--- config.mk ---
export PLATFORM = sky130hd
export DESIGN_NAME = serial_frame_deserializer_flat
export DESIGN_NICKNAME = d
export VERILOG_FILES = /design/src/rtl/serial_frame_deserializer_pkg.sv /design/src/rtl/serial_frame_deserializer_if.sv /design/src/rtl/sipo_shift_reg.sv /design/src/rtl/serial_frame_deserializer.sv /design/src/flat_wrapper.sv
export SDC_FILE = /design/constraint.sdc
export NUM_CORES = 1
export LEC_CHECK = 0
export ABC_CLOCK_PERIOD_IN_PS = 1100
export CAP_MARGIN = 40
export CORE_MARGIN = 2
export CORE_UTILIZATION = 50
export CTS_CLUSTER_DIAMETER = 60
export CTS_CLUSTER_SIZE = 12
export DETAILED_ROUTE_END_ITERATION = 10
export PLACE_DENSITY = 0.87
export SLEW_MARGIN = 5
export SYNTH_ARGS = -nofsm -noshare
export SYNTH_HDL_FRONTEND = slang
export SYNTH_SLANG_ARGS = --single-unit
--- constraint.sdc ---
create_clock -name clk -period 1.1 [get_ports clk]
set_input_delay 0.22 -clock clk [delete_from_list [all_inputs] [get_ports clk]]
set_output_delay 0.22 -clock clk [all_outputs]
set_load 0.1 [all_outputs]
--- src/rtl/serial_frame_deserializer_pkg.sv ---
// Shared definitions for the serial frame deserializer: FSM state encoding
// (shared with the transmit side of the link) and default frame geometry.
package serial_frame_deserializer_pkg;

    localparam int DEF_WIDTH     = 6;
    localparam bit DEF_MSB_FIRST = 1'b1;

    // Encoding 2'd3 is unused and recovers to ST_IDLE.
    typedef enum logic [1:0] {
        ST_IDLE = 2'd0,
        ST_DATA = 2'd1,
        ST_STOP = 2'd2
    } state_t;

endpackage

--- src/rtl/serial_frame_deserializer_if.sv ---
// Serial input plus parallel valid/ready output bundle of the deserializer.
// slave = the deserializer itself, master = the side driving the line and consuming words.
interface serial_frame_deserializer_if #(
    parameter int WIDTH = 6
);
    logic             bit_en;
    logic             ser_in;
    logic [WIDTH-1:0] par_out;
    logic             par_valid;
    logic             par_ready;
    logic             frame_err;
    logic             overrun;
    logic             ovr_clr;

    modport slave (
        input  bit_en, ser_in, par_ready, ovr_clr,
        output par_out, par_valid, frame_err, overrun
    );

    modport master (
        output bit_en, ser_in, par_ready, ovr_clr,
        input  par_out, par_valid, frame_err, overrun
    );
endinterface

--- src/rtl/sipo_shift_reg.sv ---
// Serial-in/parallel-out register. With MSB_FIRST the first bit shifted in
// ends up in q[WIDTH-1]; otherwise it ends up in q[0].
module sipo_shift_reg #(
    parameter int WIDTH     = 6,
    parameter bit MSB_FIRST = 1'b1
) (
    input  logic             clk,
    input  logic             rst_n,
    input  logic             shift_en,
    input  logic             din,
    output logic [WIDTH-1:0] q
);

    // Shift one bit per enabled cycle in the configured direction.
    always_ff @(posedge clk) begin
        // NOTE: state is written with <= so every flop samples pre-edge values;
        // a blocking = here would make simulation order-dependent.
        if (!rst_n) begin
            q <= '0;
        end else if (shift_en) begin
            if (MSB_FIRST) q <= {q[WIDTH-2:0], din};
            else           q <= {din, q[WIDTH-1:1]};
        end
    end

endmodule

--- src/rtl/serial_frame_deserializer.sv ---
// Receive side of the 6-bit shift-register link: hunts for a start bit,
// collects WIDTH data bits, checks the stop bit and hands the word to a
// valid/ready consumer. Everything advances only on bit_en strobes.
module serial_frame_deserializer
    import serial_frame_deserializer_pkg::*;
#(
    parameter int WIDTH     = DEF_WIDTH,
    parameter bit MSB_FIRST = DEF_MSB_FIRST
) (
    input logic                       clk,
    input logic                       rst_n,
    serial_frame_deserializer_if.slave bus
);

    localparam int CW = $clog2(WIDTH + 1);

    state_t           state, state_nxt;
    logic [CW-1:0]    cnt, cnt_nxt;
    logic             shift_en;
    logic             commit;
    logic             bad_stop;
    logic             ovr_set;
    logic [WIDTH-1:0] word;

    sipo_shift_reg #(
        .WIDTH    (WIDTH),
        .MSB_FIRST(MSB_FIRST)
    ) u_sipo (
        .clk     (clk),
        .rst_n   (rst_n),
        .shift_en(shift_en),
        .din     (bus.ser_in),
        .q       (word)
    );

    // State and bit-counter registers.
    always_ff @(posedge clk) begin
        if (!rst_n) begin
            state <= ST_IDLE;
            cnt   <= '0;
        end else begin
            state <= state_nxt;
            cnt   <= cnt_nxt;
        end
    end

    // Next-state, counter and per-strobe control decode.
    always_comb begin
        // NOTE: every output of this block gets a default first, so no path
        // can leave one unassigned and infer a latch.
        state_nxt = state;
        cnt_nxt   = cnt;
        shift_en  = 1'b0;
        commit    = 1'b0;
        bad_stop  = 1'b0;
        if (bus.bit_en) begin
            case (state)
                ST_IDLE: begin
                    if (!bus.ser_in) begin
                        state_nxt = ST_DATA;
                        cnt_nxt   = '0;
                    end
                end
                ST_DATA: begin
                    shift_en = 1'b1;
                    cnt_nxt  = cnt + CW'(1);
                    if (cnt == CW'(WIDTH - 1)) state_nxt = ST_STOP;
                end
                ST_STOP: begin
                    // The stop-bit strobe is never also treated as a start bit.
                    if (bus.ser_in) commit   = 1'b1;
                    else            bad_stop = 1'b1;
                    state_nxt = ST_IDLE;
                end
                default: state_nxt = ST_IDLE;
            endcase
        end
    end

    // A finished word is lost only if the previous one is still held and not taken now.
    assign ovr_set = commit && bus.par_valid && !bus.par_ready;

    // Output word, handshake, error pulse and sticky overrun.
    always_ff @(posedge clk) begin
        if (!rst_n) begin
            bus.par_out   <= '0;
            bus.par_valid <= 1'b0;
            bus.frame_err <= 1'b0;
            bus.overrun   <= 1'b0;
        end else begin
            bus.frame_err <= bad_stop;
            if (commit && !ovr_set) begin
                bus.par_out   <= word;
                bus.par_valid <= 1'b1;
            end else if (bus.par_valid && bus.par_ready) begin
                bus.par_valid <= 1'b0;
            end
            if (ovr_set)          bus.overrun <= 1'b1;
            else if (bus.ovr_clr) bus.overrun <= 1'b0;
        end
    end

endmodule

--- src/flat_wrapper.sv ---
// flat-port wrapper written by rule: the top's interface ports become plain ports
module serial_frame_deserializer_flat import serial_frame_deserializer_pkg::*;
#(
    parameter int WIDTH     = DEF_WIDTH,
    parameter bit MSB_FIRST = DEF_MSB_FIRST
)
  (clk, rst_n, bus_bit_en, bus_ser_in, bus_par_ready, bus_ovr_clr, bus_par_out, bus_par_valid, bus_frame_err, bus_overrun);
  serial_frame_deserializer_if #(.WIDTH(WIDTH)) bus_i ();
  input logic clk;
  input logic rst_n;
  input wire logic [$bits(bus_i.bit_en)-1:0] bus_bit_en;
  input wire logic [$bits(bus_i.ser_in)-1:0] bus_ser_in;
  input wire logic [$bits(bus_i.par_ready)-1:0] bus_par_ready;
  input wire logic [$bits(bus_i.ovr_clr)-1:0] bus_ovr_clr;
  output wire logic [$bits(bus_i.par_out)-1:0] bus_par_out;
  output wire logic [$bits(bus_i.par_valid)-1:0] bus_par_valid;
  output wire logic [$bits(bus_i.frame_err)-1:0] bus_frame_err;
  output wire logic [$bits(bus_i.overrun)-1:0] bus_overrun;
  assign bus_i.bit_en = bus_bit_en;
  assign bus_i.ser_in = bus_ser_in;
  assign bus_i.par_ready = bus_par_ready;
  assign bus_i.ovr_clr = bus_ovr_clr;
  assign bus_par_out = bus_i.par_out;
  assign bus_par_valid = bus_i.par_valid;
  assign bus_frame_err = bus_i.frame_err;
  assign bus_overrun = bus_i.overrun;
  serial_frame_deserializer #(.WIDTH(WIDTH), .MSB_FIRST(MSB_FIRST)) u_core (.clk(clk), .rst_n(rst_n), .bus(bus_i));
endmodule
==> metrics.txt <==
# TYPE chip_impl_metric gauge
chip_impl_metric{name="arrival",unit="ps"} 1340
chip_impl_info{name="status",value="finished, violations left"} 1
chip_impl_metric{name="final-setup-viol-count",unit=""} 2
chip_impl_info{name="critical_path.cell_chain",value="nand4b_1, nor2b_1, buf_4, mux2i_1"} 1
chip_impl_info{name="grt_setup_unrepaired",value="true"} 1
chip_impl_metric{name="routed_wirelength",unit="mm"} 1.79
chip_impl_metric{name="final_area",unit="um^2"} 1240
chip_impl_metric{name="postSynthNetCount",unit=""} 97
chip_impl_metric{name="yosys-mux-area-fraction",unit="%"} 14.0
chip_impl_metric{name="via_count_of_the_first_global_routing_pass",unit=""} 691
chip_impl_metric{name="dieArea",unit="um^2"} 2070
chip_impl_metric{name="post-synth-top-area-fraction",unit="%"} 46.5
chip_impl_metric{name="grtUsageTotal",unit="%"} 19.8
chip_impl_info{name="crit-reg2reg-capture",value="u_core.bus.par_out[3]"} 1
chip_impl_metric{name="synth_seq_cells",unit=""} 20
chip_impl_info{name="synth_top_family_by_area",value="simple AND/OR/NAND/NOR gates"} 1
chip_impl_metric{name="drtIter0Drc",unit=""} 9
chip_impl_info{name="critical_setup_path_kind",value="flop to flop"} 1
chip_impl_metric{name="post-route-min-period",unit="ps"} 1130
chip_impl_info{name="critPathSlowestCell",value="sky130_fd_sc_hd__dfxtp_2"} 1
chip_impl_metric{name="io-pin-count",unit=""} 15
chip_impl_metric{name="vias",unit=""} 700
chip_impl_metric{name="floorplan.initialDensity",unit="%"} 55.2
chip_impl_metric{name="maxSlewViolCount",unit=""} 0
chip_impl_metric{name="final_net_count",unit=""} 123
chip_impl_metric{name="intPower",unit="mW"} 0.926
chip_impl_metric{name="worst_pin_slew",unit="ps"} 300
chip_impl_metric{name="globalplace.congestion",unit=""} 0.792
chip_impl_metric{name="power_leakage",unit="nW"} 0.497
chip_impl_info{name="crit_end",value="u_core.bus.par_out[3]"} 1
chip_impl_metric{name="clkPwrFrac",unit="%"} 29.2
chip_impl_metric{name="grt_start_max_net_pins",unit=""} 12
chip_impl_info{name="timing.rr.start",value="u_core.state[0]"} 1
chip_impl_metric{name="min_period_over_period",unit="%"} 103
chip_impl_metric{name="path_clk_slew",unit="ps"} 100
chip_impl_metric{name="synth_compound_gate_area_share",unit="%"} 9.74
chip_impl_info{name="worstSetupEndpointType",value="flop"} 1
chip_impl_metric{name="io_buffers",unit=""} 14
chip_impl_metric{name="hpwlAfterDp",unit="mm"} 1.34
chip_impl_metric{name="clock_path_buffers",unit=""} 2
chip_impl_metric{name="die_height",unit="um"} 45.5
chip_impl_info{name="timing.critical_path.from",value="u_core.state[0]"} 1
chip_impl_info{name="clock_tree_from_tritoncts",value="yes"} 1
chip_impl_metric{name="die_x",unit="um"} 45.5
chip_impl_metric{name="netSwitchingPower",unit="mW"} 0.265
chip_impl_metric{name="synthCells",unit=""} 89
chip_impl_metric{name="seq_power_share",unit="%"} 61.9
chip_impl_metric{name="synth_xor_xnor_area_share",unit="%"} 0
chip_impl_metric{name="worst_ep_required_time",unit="ps"} 1320
chip_impl_info{name="yosys.area.top_type",value="sky130_fd_sc_hd__dfxtp_1"} 1
chip_impl_metric{name="wire_per_inst",unit="um"} 13.8
chip_impl_metric{name="coreArea",unit="um^2"} 1560
chip_impl_metric{name="maxSlewHeadroom",unit="%"} 79.9
chip_impl_metric{name="yosys_warnings",unit=""} 0
chip_impl_metric{name="comb_power_share",unit="%"} 8.9
chip_impl_metric{name="wire_length_of_the_first_global_routing_pass",unit="mm"} 2.95
chip_impl_metric{name="synth_simple_gate_area_share",unit="%"} 20.9
chip_impl_metric{name="congestion_overflow_gr",unit=""} 0
chip_impl_metric{name="power.density_cell_area",unit="nW/um^2"} 960
chip_impl_info{name="failed_checks",value="setup timing"} 1
chip_impl_metric{name="fin_worst_skew",unit="ps"} 2.60
chip_impl_metric{name="final_core_utilization",unit="%"} 79.5
chip_impl_metric{name="critical_path.max_stage_delay",unit="ps"} 340
chip_impl_metric{name="cts_buffers",unit=""} 3
chip_impl_metric{name="max-vdd-ir-drop",unit="uV"} 869
chip_impl_metric{name="rows",unit=""} 14
chip_impl_metric{name="areaGrowthSynthToFinish",unit="%"} 44.0
chip_impl_metric{name="insertion_delay",unit="ps"} 290
chip_impl_info{name="cts_root_buf",value="sky130_fd_sc_hd__clkbuf_4"} 1
chip_impl_metric{name="max_cap_viols",unit=""} 0
chip_impl_metric{name="synthesis.area",unit="um^2"} 861
chip_impl_metric{name="fin_ws",unit="ps"} -29.0
chip_impl_metric{name="antenna-diode-count",unit=""} 0
chip_impl_metric{name="final-hold-violation-count",unit=""} 0
chip_impl_metric{name="synth_fa_ha_area_share",unit="%"} 2.91
chip_impl_metric{name="average_footprint_of_a_synthesized_cell",unit="um^2"} 9.67
chip_impl_metric{name="detail_route.vias_per_cell",unit=""} 5.38
chip_impl_metric{name="firstDrtPassIters",unit=""} 4
chip_impl_metric{name="netSwitchingFraction",unit="%"} 22.2
chip_impl_metric{name="clock_sink_count",unit=""} 20
chip_impl_metric{name="post_dp_cell_area",unit="um^2"} 1170
chip_impl_metric{name="netlist-cell-type-count",unit=""} 27
chip_impl_metric{name="layout-drive-gt1-share",unit="%"} 40.4
chip_impl_metric{name="fmaxAchievable",unit="GHz"} 0.886
chip_impl_metric{name="ff2ff_setup_slack",unit="ps"} -30
chip_impl_info{name="netlist_top_cells_area",value="sky130_fd_sc_hd__dfxtp_1 (47%), sky130_fd_sc_hd__mux2i_1 (14%), sky130_fd_sc_hd__nand2_1 (6.5%)"} 1
chip_impl_metric{name="ff2ff_path_depth",unit=""} 4
chip_impl_metric{name="ant_nets",unit=""} 0
chip_impl_info{name="timing.critical_path.from_type",value="flop"} 1
chip_impl_metric{name="drc_errors",unit=""} 0
chip_impl_metric{name="antenna_found_initial",unit=""} 0
chip_impl_metric{name="post_cts_hold_buffer_count",unit=""} 0
chip_impl_metric{name="total_number_of_h_tree_levels",unit=""} 1
chip_impl_metric{name="synth-seq-area-share",unit="%"} 46.5
chip_impl_metric{name="worst-path-max-fanout",unit=""} 6
chip_impl_metric{name="n_fill_cell",unit=""} 100
chip_impl_info{name="min-delay-path-class",value="flop to flop"} 1
-- final cells by class --
cell class / instances / area (um^2) / area share [%]
tap: 16 / 20.0 / 1.61
inverter: 5 / 18.8 / 1.51
multi-input combinational: 59 / 434 / 35.0
timing repair buffer: 26 / 322 / 25.9
sequential: 20 / 419 / 33.8
clock buffer: 4 / 26.3 / 2.12
-- power groups by stage --
stage,combinational (mW),sequential [mW],clock [mW]
detailed placement,0.0985,0.751,0
CTS,0.101,0.735,0.347
global placement,0.0938,0.750,0
floorplan,0.0522,0.750,0
global route,0.115,0.738,0.379
finish,0.106,0.737,0.347
-- kinds of logic after synthesis --
group,Yosys count
AND/OR/NAND/NOR,33
adder cells (fa/ha/maj),2
AO/OA/AOI/OAI,12
buffers and inverters,10
multiplexers,12
flip-flops,20
-- per-stage QoR --
step	hold slack (ps)	worst slack, ps	TNS [ps]	cells	power, mW
final	478	-29.0	-47.5	130	1.19
after global routing	486	-149	-1080	130	1.23
after CTS	467	-19.3	-19.3	129	1.18
after detailed placement	464	-491	-7580	124	0.850
after global placement	449	-395	-6550	124	0.844
after floorplan	386	-48.0	-288	89	0.802
-- worst min path at each step --
stage / from / to / slack [ps] / cells after the start
3_3_place_gp: u_core.u_sipo.q[5] / u_core.bus.par_out[5] / 450 / 2
6_report: u_core.u_sipo.q[5] / u_core.bus.par_out[5] / 480 / 2
5_1_grt: u_core.u_sipo.q[5] / u_core.bus.par_out[5] / 490 / 2
2_1_floorplan: bus_ser_in / u_core.u_sipo.q[0] / 390 / 2
4_1_cts: u_core.u_sipo.q[5] / u_core.bus.par_out[5] / 470 / 2
3_5_place_dp: u_core.u_sipo.q[5] / u_core.bus.par_out[5] / 460 / 2
-- cells in the mapped netlist --
cell type,n
sky130_fd_sc_hd__o21ai_0,2
sky130_fd_sc_hd__or2_0,1
sky130_fd_sc_hd__nand4b_1,1
sky130_fd_sc_hd__nor2b_1,8
sky130_fd_sc_hd__and4_2,1
sky130_fd_sc_hd__a21boi_1,1
sky130_fd_sc_hd__buf_6,1
sky130_fd_sc_hd__nand2_1,15
sky130_fd_sc_hd__buf_4,1
sky130_fd_sc_hd__nand2b_1,2
sky130_fd_sc_hd__and2_1,2
sky130_fd_sc_hd__nand3b_1,1
sky130_fd_sc_hd__a21boi_0,1
sky130_fd_sc_hd__dfxtp_1,20
sky130_fd_sc_hd__buf_2,2
sky130_fd_sc_hd__ha_1,2
sky130_fd_sc_hd__mux2i_1,12
sky130_fd_sc_hd__o22ai_1,2
sky130_fd_sc_hd__a21o_1,1
sky130_fd_sc_hd__o311a_1,1
sky130_fd_sc_hd__and4bb_2,1
sky130_fd_sc_hd__clkbuf_1,1
sky130_fd_sc_hd__a41o_2,1
sky130_fd_sc_hd__nor2_1,1
sky130_fd_sc_hd__inv_1,5
sky130_fd_sc_hd__o211ai_1,1
sky130_fd_sc_hd__a21oi_1,2
-- timing repair --
| action | 4_1_cts | 5_1_grt |
|---|---|---|
| pin swaps | 1 | 2 |
| gates resized for setup | 6 | 8 |
| setup endpoints to repair | 16 | 18 |
| buffers inserted | 1 | 1 |
-- worst max-delay path, delay by kind of cell, from the launching register on --
kind | cells | cell delay, ps
flops | 1 | 340
simple gates | 2 | 320
mux | 1 | 210
buf+inv | 1 | 180
-- flip-flops by register name (all words and copies together), names as in the netlist --
signal and count:
u_core.state 2, u_core.cnt 3, u_core.u_sipo.q 6, u_core.bus.par_out 6, u_core.bus.par_valid 1, u_core.bus.overrun 1, u_core.bus.frame_err 1
-- cell usage in the layout, fill, tap and decap left out, drive strengths merged --
cell type / count
a21oi: 2
or2: 1
a21o: 1
clkbuf: 4
nand4b: 1
ha: 2
dlygate4sd2: 2
nand2b: 2
o21ai: 2
buf: 21
nand2: 15
a21boi: 2
o211ai: 1
and2: 2
o22ai: 2
nor2: 1
and4: 1
clkdlybuf4s50: 3
o311a: 1
nand3b: 1
inv: 5
a41o: 1
mux2i: 12
and4bb: 1
dfxtp: 20
nor2b: 8
-- per-layer routing --
layer / vias to the layer above / global-route usage (%) / wire [um] / share of wire, %
li1: 351 / - / - / -
met5: - / 0 / 0 / 0
met2: 16 / 36.6 / 947 / 53
met4: 0 / 4.12 / 0 / 0
met3: 0 / 4.37 / 66 / 3.7
met1: 333 / 23.0 / 777 / 43
Note: power is estimated with default switching activity, not from simulation.
